### src/rtl/sum_frame_pkg.sv
// Shared definitions for the operand/sum frame receiver: FSM states, slot codes, sync word.
package sum_frame_pkg;

  typedef enum logic [1:0] {
    IDLE   = 2'd0,
    SYNCED = 2'd1,
    HAVE_A = 2'd2,
    HAVE_B = 2'd3
  } state_t;

  localparam logic [1:0] SLOT_SYNC = 2'd0;
  localparam logic [1:0] SLOT_A    = 2'd1;
  localparam logic [1:0] SLOT_B    = 2'd2;
  localparam logic [1:0] SLOT_SUM  = 2'd3;

  localparam int SYNC_WORD = 0;

endpackage

### src/rtl/sum_frame_check.sv
// Combinational frame checks: received sum vs zero-extended A+B, and upper-half-zero test for operand words.
module sum_frame_check #(
  parameter int DATA_W = 8
) (
  input  logic [DATA_W-1:0]   a,
  input  logic [DATA_W-1:0]   b,
  input  logic [2*DATA_W-1:0] word,
  output logic                upper_nz,
  output logic                sum_bad
);

  logic [DATA_W:0] full;

  assign full     = {1'b0, a} + {1'b0, b};
  assign upper_nz = |word[2*DATA_W-1:DATA_W];
  // Any bit above the DATA_W+1-bit result must be zero for a matching sum.
  assign sum_bad  = word != {{(DATA_W-1){1'b0}}, full};

endmodule

### src/rtl/sum_frame_receiver.sv
// Receive side of the operand/sum frame link: rebuilds A, B and sum, flags sequence and sum errors.
// Optional saturating error counter enabled by defining SUM_FRAME_RX_ERRCNT_EN.
module sum_frame_receiver
  import sum_frame_pkg::*;
#(
  parameter int DATA_W = 8
) (
  input  logic                Clock,
  input  logic                Resetn,
  input  logic                valid_in,
  input  logic [1:0]          slot_in,
  input  logic [2*DATA_W-1:0] data_in,
  output logic [DATA_W-1:0]   a_out,
  output logic [DATA_W-1:0]   b_out,
  output logic [2*DATA_W-1:0] sum_out,
  output logic                frame_valid,
  output logic                sum_err,
  output logic                frame_err,
  output logic [7:0]          err_count
);

  state_t              state, state_nxt;
  logic [DATA_W-1:0]   sh_a, sh_b, sh_a_nxt, sh_b_nxt;
  logic                accept, ferr, is_sync, upper_nz, sum_bad;

  sum_frame_check #(.DATA_W(DATA_W)) u_check (
    .a        (sh_a),
    .b        (sh_b),
    .word     (data_in),
    .upper_nz (upper_nz),
    .sum_bad  (sum_bad)
  );

  assign is_sync = (slot_in == SLOT_SYNC) && (data_in == (2*DATA_W)'(SYNC_WORD));

  always_comb begin
    state_nxt = state;
    sh_a_nxt  = sh_a;
    sh_b_nxt  = sh_b;
    accept    = 1'b0;
    ferr      = 1'b0;
    if (valid_in) begin
      case (state)
        IDLE: if (is_sync) state_nxt = SYNCED;
        SYNCED: begin
          if (is_sync) state_nxt = SYNCED;
          else if (slot_in == SLOT_A && !upper_nz) begin
            sh_a_nxt  = data_in[DATA_W-1:0];
            state_nxt = HAVE_A;
          end else ferr = 1'b1;
        end
        HAVE_A: begin
          if (slot_in == SLOT_B && !upper_nz) begin
            sh_b_nxt  = data_in[DATA_W-1:0];
            state_nxt = HAVE_B;
          end else ferr = 1'b1;
        end
        HAVE_B: begin
          if (slot_in == SLOT_SUM) begin
            accept    = 1'b1;
            state_nxt = IDLE;
          end else ferr = 1'b1;
        end
        default: state_nxt = IDLE;
      endcase
      // A violating word that is itself a clean sync starts the next frame.
      if (ferr) begin
        sh_a_nxt  = '0;
        sh_b_nxt  = '0;
        state_nxt = is_sync ? SYNCED : IDLE;
      end
    end
  end

  always_ff @(posedge Clock or negedge Resetn) begin
    if (!Resetn) begin
      state       <= IDLE;
      sh_a        <= '0;
      sh_b        <= '0;
      a_out       <= '0;
      b_out       <= '0;
      sum_out     <= '0;
      frame_valid <= 1'b0;
      sum_err     <= 1'b0;
      frame_err   <= 1'b0;
    end else begin
      state       <= state_nxt;
      sh_a        <= sh_a_nxt;
      sh_b        <= sh_b_nxt;
      frame_valid <= accept;
      sum_err     <= accept & sum_bad;
      frame_err   <= ferr;
      if (accept) begin
        a_out   <= sh_a;
        b_out   <= sh_b;
        sum_out <= data_in;
      end
    end
  end

`ifdef SUM_FRAME_RX_ERRCNT_EN
  logic [7:0] cnt;

  always_ff @(posedge Clock or negedge Resetn) begin
    if (!Resetn) cnt <= '0;
    else if (((accept & sum_bad) | ferr) && cnt != 8'hFF) cnt <= cnt + 8'd1;
  end

  assign err_count = cnt;
`else
  assign err_count = 8'h00;
`endif

endmodule

### config.mk
export PLATFORM = sky130hd
export DESIGN_NAME = sum_frame_receiver
export DESIGN_NICKNAME = d
export VERILOG_FILES = /design/src/rtl/sum_frame_pkg.sv /design/src/rtl/sum_frame_check.sv /design/src/rtl/sum_frame_receiver.sv
export SDC_FILE = /design/constraint.sdc
export NUM_CORES = 1
export LEC_CHECK = 0
export BUFFER_PORTS_ARGS = -buffer_cell sky130_fd_sc_hd__clkbuf_2
export CAP_MARGIN = 30
export CORE_MARGIN = 2
export CORE_UTILIZATION = 54
export CTS_BUF_LIST = sky130_fd_sc_hd__clkbuf_4
export DETAILED_ROUTE_END_ITERATION = 7
export PLACE_DENSITY = 0.84
export SYNTH_ARGS = -nofsm -noshare
export SYNTH_HDL_FRONTEND = slang
export SYNTH_HIERARCHICAL = 1
export SYNTH_SLANG_ARGS = --single-unit
### constraint.sdc
create_clock -name Clock -period 2.5 [get_ports Clock]
set_input_delay 0.375 -clock Clock [delete_from_list [all_inputs] [get_ports Clock]]
set_output_delay 0.375 -clock Clock [all_outputs]
set_load 0.01 [all_outputs]
After elaboration in Yosys (flattened, before gate mapping)
Index checks and enable logic that the tools add are counted.

Input port bits: 21. Word-level logic and storage cells: 63. Register bits: 53. Output and inout port bits: 43.

Multiplexer cells: 25. Equal/unequal tests: 12. $add $sub $neg: 1. Bitwise logic cells: 1. Reduce and logical (&&, ||, !) cells: 15.

Operators with widths (count): $mux W8 (7); $logic_not A16 Y1 (1); $ne A16 B9 Y1 (1); $mux W2 (6); $mux W1 (10); $add A8 B8 Y9 (1); $ne A3 B3 Y1 const B (3); $eq A2 B2 Y1 const B (4); $pmux W2 S4 (1); $reduce_bool A2 Y1 (4); $reduce_or A8 Y1 (1); $reduce_and A5 Y1 (1); $eq A2 B1 Y1 const B (2); $logic_not A2 Y1 (2); $ne A4 B4 Y1 const B (1); $reduce_and A4 Y1 (1); $logic_and A1 B1 Y1 (3); $pmux W1 S3 (1); $reduce_and A3 Y1 (1); $ne A2 B1 Y1 const B (1); $and A1 B1 Y1 (1); $logic_not A1 Y1 (1).

Depth between registers and ports, before layout
Word-level depth: 9. Mapped depth: 8.

Cells and area by module
The synthesis kept the hierarchy.

By module, submodules not included: sum_frame_receiver (times used 1, area each 2233.4 um2, cells each 234); sum_frame_check (times used 1, area each 480.5 um2, cells each 58).

Worst setup path before layout
OpenSTA, ideal clock, no wires.

Path kind: in2reg. Start point: in data_in[13]. End point: reg sh_a[0]. Arrival: 2.220 ns. Setup slack: 0.216 ns. Setup time: 0.065 ns. Stages: 7. Buffers on the path: 0. Cell sequence: or4_4 > nor4_4 > or2b_1 > or3_1 > a31oi_1 > a31o_4 > a22o_2.

Longest elaborated chain between the ends: 9. Elaborated cells between the ends (all ways): 16. Classes of those cells: 1 x eq/ne; 6 x mux; 9 x reduce/logical.

Ends and longest elaborated chain: start, declared (line sum_frame_receiver.sv:12) `input logic [2*DATA_W-1:0] data_in,`; $reduce_or A8 Y1 * (line sum_frame_check.sv:15) `assign upper_nz = |word[2*DATA_W-1:DATA_W];`; via upper_nz (line sum_frame_receiver.sv:24) `logic accept, ferr, is_sync, upper_nz, sum_bad;`; $logic_not A1 Y1 * (line sum_frame_receiver.sv:47, sum_frame_receiver.sv:53); $logic_and A1 B1 Y1 (line sum_frame_receiver.sv:47) `else if (slot_in == SLOT_A && !upper_nz) begin`; $mux W1 (line sum_frame_receiver.sv:47); $mux W1 (line sum_frame_receiver.sv:46) `if (is_sync) state_nxt = SYNCED;`; $pmux W1 S3 (line sum_frame_receiver.sv:43) `case (state)`; $mux W1 (line sum_frame_receiver.sv:42) `if (valid_in) begin`; $ne A2 B1 Y1 (no line) / $reduce_bool A2 Y1 (equally long branches); $reduce_and A4 Y1 (no line); end signal, assigned (line sum_frame_receiver.sv:88) `sh_a <= sh_a_nxt;`; end, declared (line sum_frame_receiver.sv:23) `logic [DATA_W-1:0] sh_a, sh_b, sh_a_nxt, sh_b_nxt;`.

The timed path passes the listed nets; every way through them passes the cells marked *. The select of a mux whose other input is x is not followed. A chain may end at the register's enable or synchronous reset.

Worst setup path after layout
Start point: reg sh_a[0]. End point: reg sum_err.

Longest elaborated chain between the ends: 3.

Ends and longest elaborated chain: $add A8 B8 Y9 (line sum_frame_check.sv:14) `assign full = {1'b0, a} + {1'b0, b};`; $ne A16 B9 Y1 (line sum_frame_check.sv:17) `assign sum_bad = word != {{(DATA_W-1){1'b0}}, full};`; via sum_bad (line sum_frame_receiver.sv:24); $and A1 B1 Y1 (line sum_frame_receiver.sv:91) `sum_err <= accept & sum_bad;`; end signal, assigned (line sum_frame_receiver.sv:91); end, declared (line sum_frame_receiver.sv:17) `output logic sum_err,`.

The timed path passes the listed nets, and every way through them passes these cells.

==> impl_metrics.json <==
{
  "status": "completed",
  "gp_congestion": 0.935,
  "die_h_um": 74.9,
  "synth_area_per_cell_um2": 9.29,
  "sw_frac_of_total": 0.263,
  "place_ws_ns": -0.0651,
  "grt_use_total": 0.257,
  "powerDensity_nw_per_um2": 435,
  "criticalPathCategory": "register to register",
  "setup_ws_ns": 0.163,
  "use_met1": 0.333,
  "postRouteAntennaNets": 0,
  "rsz0062_at_grt": "no",
  "dieArea_um2": 5610,
  "synth_top_family_by_area": "simple AND/OR/NAND/NOR gates",
  "synth_fa_ha_area_frac": 0.0443,
  "overflow": 0,
  "yosysSeqAreaShare": 0.489,
  "cp_max_fo": 3,
  "synthMuxAreaShare": 0,
  "diodes": 0,
  "cts_buffers": 5,
  "dr.pass1.iters": 4,
  "post_cts_resized": 0,
  "synth_largest_area_cell": "dfrtp_1",
  "finalNetCount": 382,
  "use_met2": 0.423,
  "synth_edf_count": 0,
  "yosys_warnings": 6,
  "tritoncts": "yes",
  "yosys.area_share.simple": 0.266,
  "hpwlAfterDp_um": 4620,
  "cts_buffer_depth": 2,
  "layout_worst_path_cycle_share": 0.935,
  "worstPathArrival_ns": 2.62,
  "numClockSinks": 53,
  "ys.flop_type": "dfrtp_1",
  "worst_setup_path_start_kind": "register",
  "p_sw_mw": 0.358,
  "root_buffer": "clkbuf_4",
  "drt_iter0_markers": 232,
  "routed_wl_um": 6280,
  "initial_core_util": 0.567,
  "syn_inst": 292,
  "fin_setup_tns_ns": 0,
  "ys_async_sr_fraction": 1.00,
  "area_delta_synth_final_pct": 15.4,
  "netlist-cell-type-count": 50,
  "seqCellArea_um2": 1330,
  "htreeDepth": 2,
  "grt_pass1_vias": 2318,
  "final_cell_area_um2": 3130,
  "final.setup_skew_ns": 0.0140,
  "crit_path_end_kind": "register",
  "fill_cells": 413,
  "internal-power_mw": 1.00,
  "vias": 2252,
  "drcViolationCount": 0,
  "netlist_area_um2": 2710,
  "busiest_layer": "met2",
  "holdWs_ns": 0.212,
  "die_x_um": 74.9,
  "pin_count": 64,
  "clockPowerShare": 0.289,
  "synth.top_cells.by_area": "dfrtp_1, nand2_1, ha_1",
  "ir_drop_mv": 0.347,
  "fp-row-count": 25,
  "max_slew_margin": 0.633,
  "synthXorXnorAreaFrac": 0.0387,
  "grt_pass1_wl_um": 10800,
  "multi_input_comb_area_um2": 1290,
  "timing.final.max_slew_violations": 0,
  "antenna_found_initial": 0,
  "clkLatencyLatePin_ns": 0.39,
  "ys_ff_latch": 53,
  "timing.final.crit_period_ns": 2.34,
  "p_comb_frac": 0.077,
  "finalSetupViolCount": 0,
  "use_met3": 0.0549,
  "p_leak_nw": 1.70,
  "dpl_cell_area_um2": 3040,
  "hold_path.class": "input port to register",
  "worstMarginPinSlew_ns": 0.549,
  "drive_gt1_frac": 0.235,
  "cap_violations": 0,
  "viasPerCell": 5.36,
  "wl_per_cell_um": 15.0,
  "hold_viol_final": 0,
  "synth.top_cell.area_share": 0.489,
  "crit_required_ns": 2.79,
  "seqPwrFrac": 0.634,
  "core-area_um2": 4790,
  "io_buffers": 55,
  "synth_compound_area_frac": 0.117,
  "grt_max_degree": 40,
  "max_freq_mhz": 428,
  "clk_pin_slew_ns": 0.17
}
-- final timing paths --
path	start	end	slack, ns	cells after the start
setup reg to reg	sh_a[0]	sum_err	0.16	8
hold reg to reg	a_out[4]	a_out[4]	0.49	2
max in group asynchronous	Resetn	sh_b[0]	1.49	3
min in group asynchronous	Resetn	sh_a[2]	0.48	2
setup / recovery	sh_a[0]	sum_err	0.16	8
hold / removal	data_in[14]	sum_out[14]	0.21	3
-- state kept, by name (all words and copies together) (netlist names) --
signal and flops:
sum_out 16, a_out 8, b_out 8, sh_a 8
sh_b 8, state 2, frame_err 1, frame_valid 1
sum_err 1
-- power groups by stage --
stage               registers, mW  logic (mW)  clock network [mW]
floorplan                   0.878      0.0440                   0
global placement            0.878      0.0964                   0
detailed placement          0.878      0.0984                   0
CTS                         0.863      0.0986               0.405
global route                0.863       0.117               0.436
finish                      0.863       0.105               0.394
-- area by class of cell --
class / instances / area share
Inverter: 5 / 0.00599
Sequential cell: 53 / 0.423
Tap cell: 67 / 0.0268
Timing Repair Buffer: 62 / 0.112
Clock inverter: 3 / 0.00719
Multi-Input combinational cell: 225 / 0.413
Clock buffer: 5 / 0.0120
-- what timing repair did --
item | 4_1_cts | 5_1_grt
setup buffers | 0 | 0
endpoints found under the hold margin | 0 | 17
setup endpoints to repair | 0 | 0
hold buffers | 0 | 1
-- synth_stat cells (2+ instances only) --
cell type	instances
xor2_1	5
xnor2_1	7
ha_1	8
nor2_1	6
buf_4	8
buf_2	3
o21ai_0	3
nor4_1	3
a22o_1	7
o211ai_1	2
dfrtp_1	53
a21oi_1	7
a21o_1	3
o31ai_1	9
or4_4	2
nand2_1	115
clkbuf_1	4
o2111ai_1	2
inv_1	4
and3_1	2
nand3_1	8
nand4_1	2
nor2_2	2
-- logic make-up after synthesis --
| family | after synthesis |
|---|---|
| AND/OR/NAND/NOR | 155 |
| flip-flops | 53 |
| AO/OA/AOI/OAI | 41 |
| buffers and inverters | 21 |
| XOR/XNOR | 12 |
| adder cells (fa/ha/maj) | 9 |
| other | 1 |
-- through the flow --
step                      utilization  total power, mW  instances
after CTS                       0.647             1.37        418
final                           0.655             1.36        420
after global routing            0.655             1.42        420
after floorplan                     -            0.922        299
after detailed placement        0.634            0.977        410
after global placement          0.634            0.975        410
-- routing by layer --
metal | wire, um | part of all wire
met5 | 0 | 0
met4 | 130 | 0.021
met3 | 369 | 0.059
met2 | 2990 | 0.48
met1 | 2790 | 0.44
-- critical path, stage by stage, from the launching register on --
cell and delay, ns:
dfrtp_1 0.45, ha_1 0.24, fa_1 0.41, a21o_1 0.20, a221oi_2 0.26, xnor2_1 0.12, nor4_2 0.30, nand4_1 0.11
and2_1 0.15
-- cells in the final DEF (no fill, tap or decap), types with 2 or more instances in the layout --
master / n
a21o_1: 3
a21oi_1: 7
a22o_1: 7
and3_1: 2
buf_4: 5
clkbuf_2: 55
clkbuf_4: 5
clkinvlp_4: 3
conb_1: 8
dfrtp_1: 53
ha_1: 8
inv_1: 4
nand2_1: 115
nand3_1: 8
nand4_1: 2
nor2_1: 6
nor2_2: 2
nor4_1: 3
o2111ai_1: 2
o211ai_1: 2
o21ai_0: 3
o31ai_1: 9
or4_4: 2
xnor2_1: 7
xor2_1: 5
No activity file was read; power rests on OpenSTA's default activity.
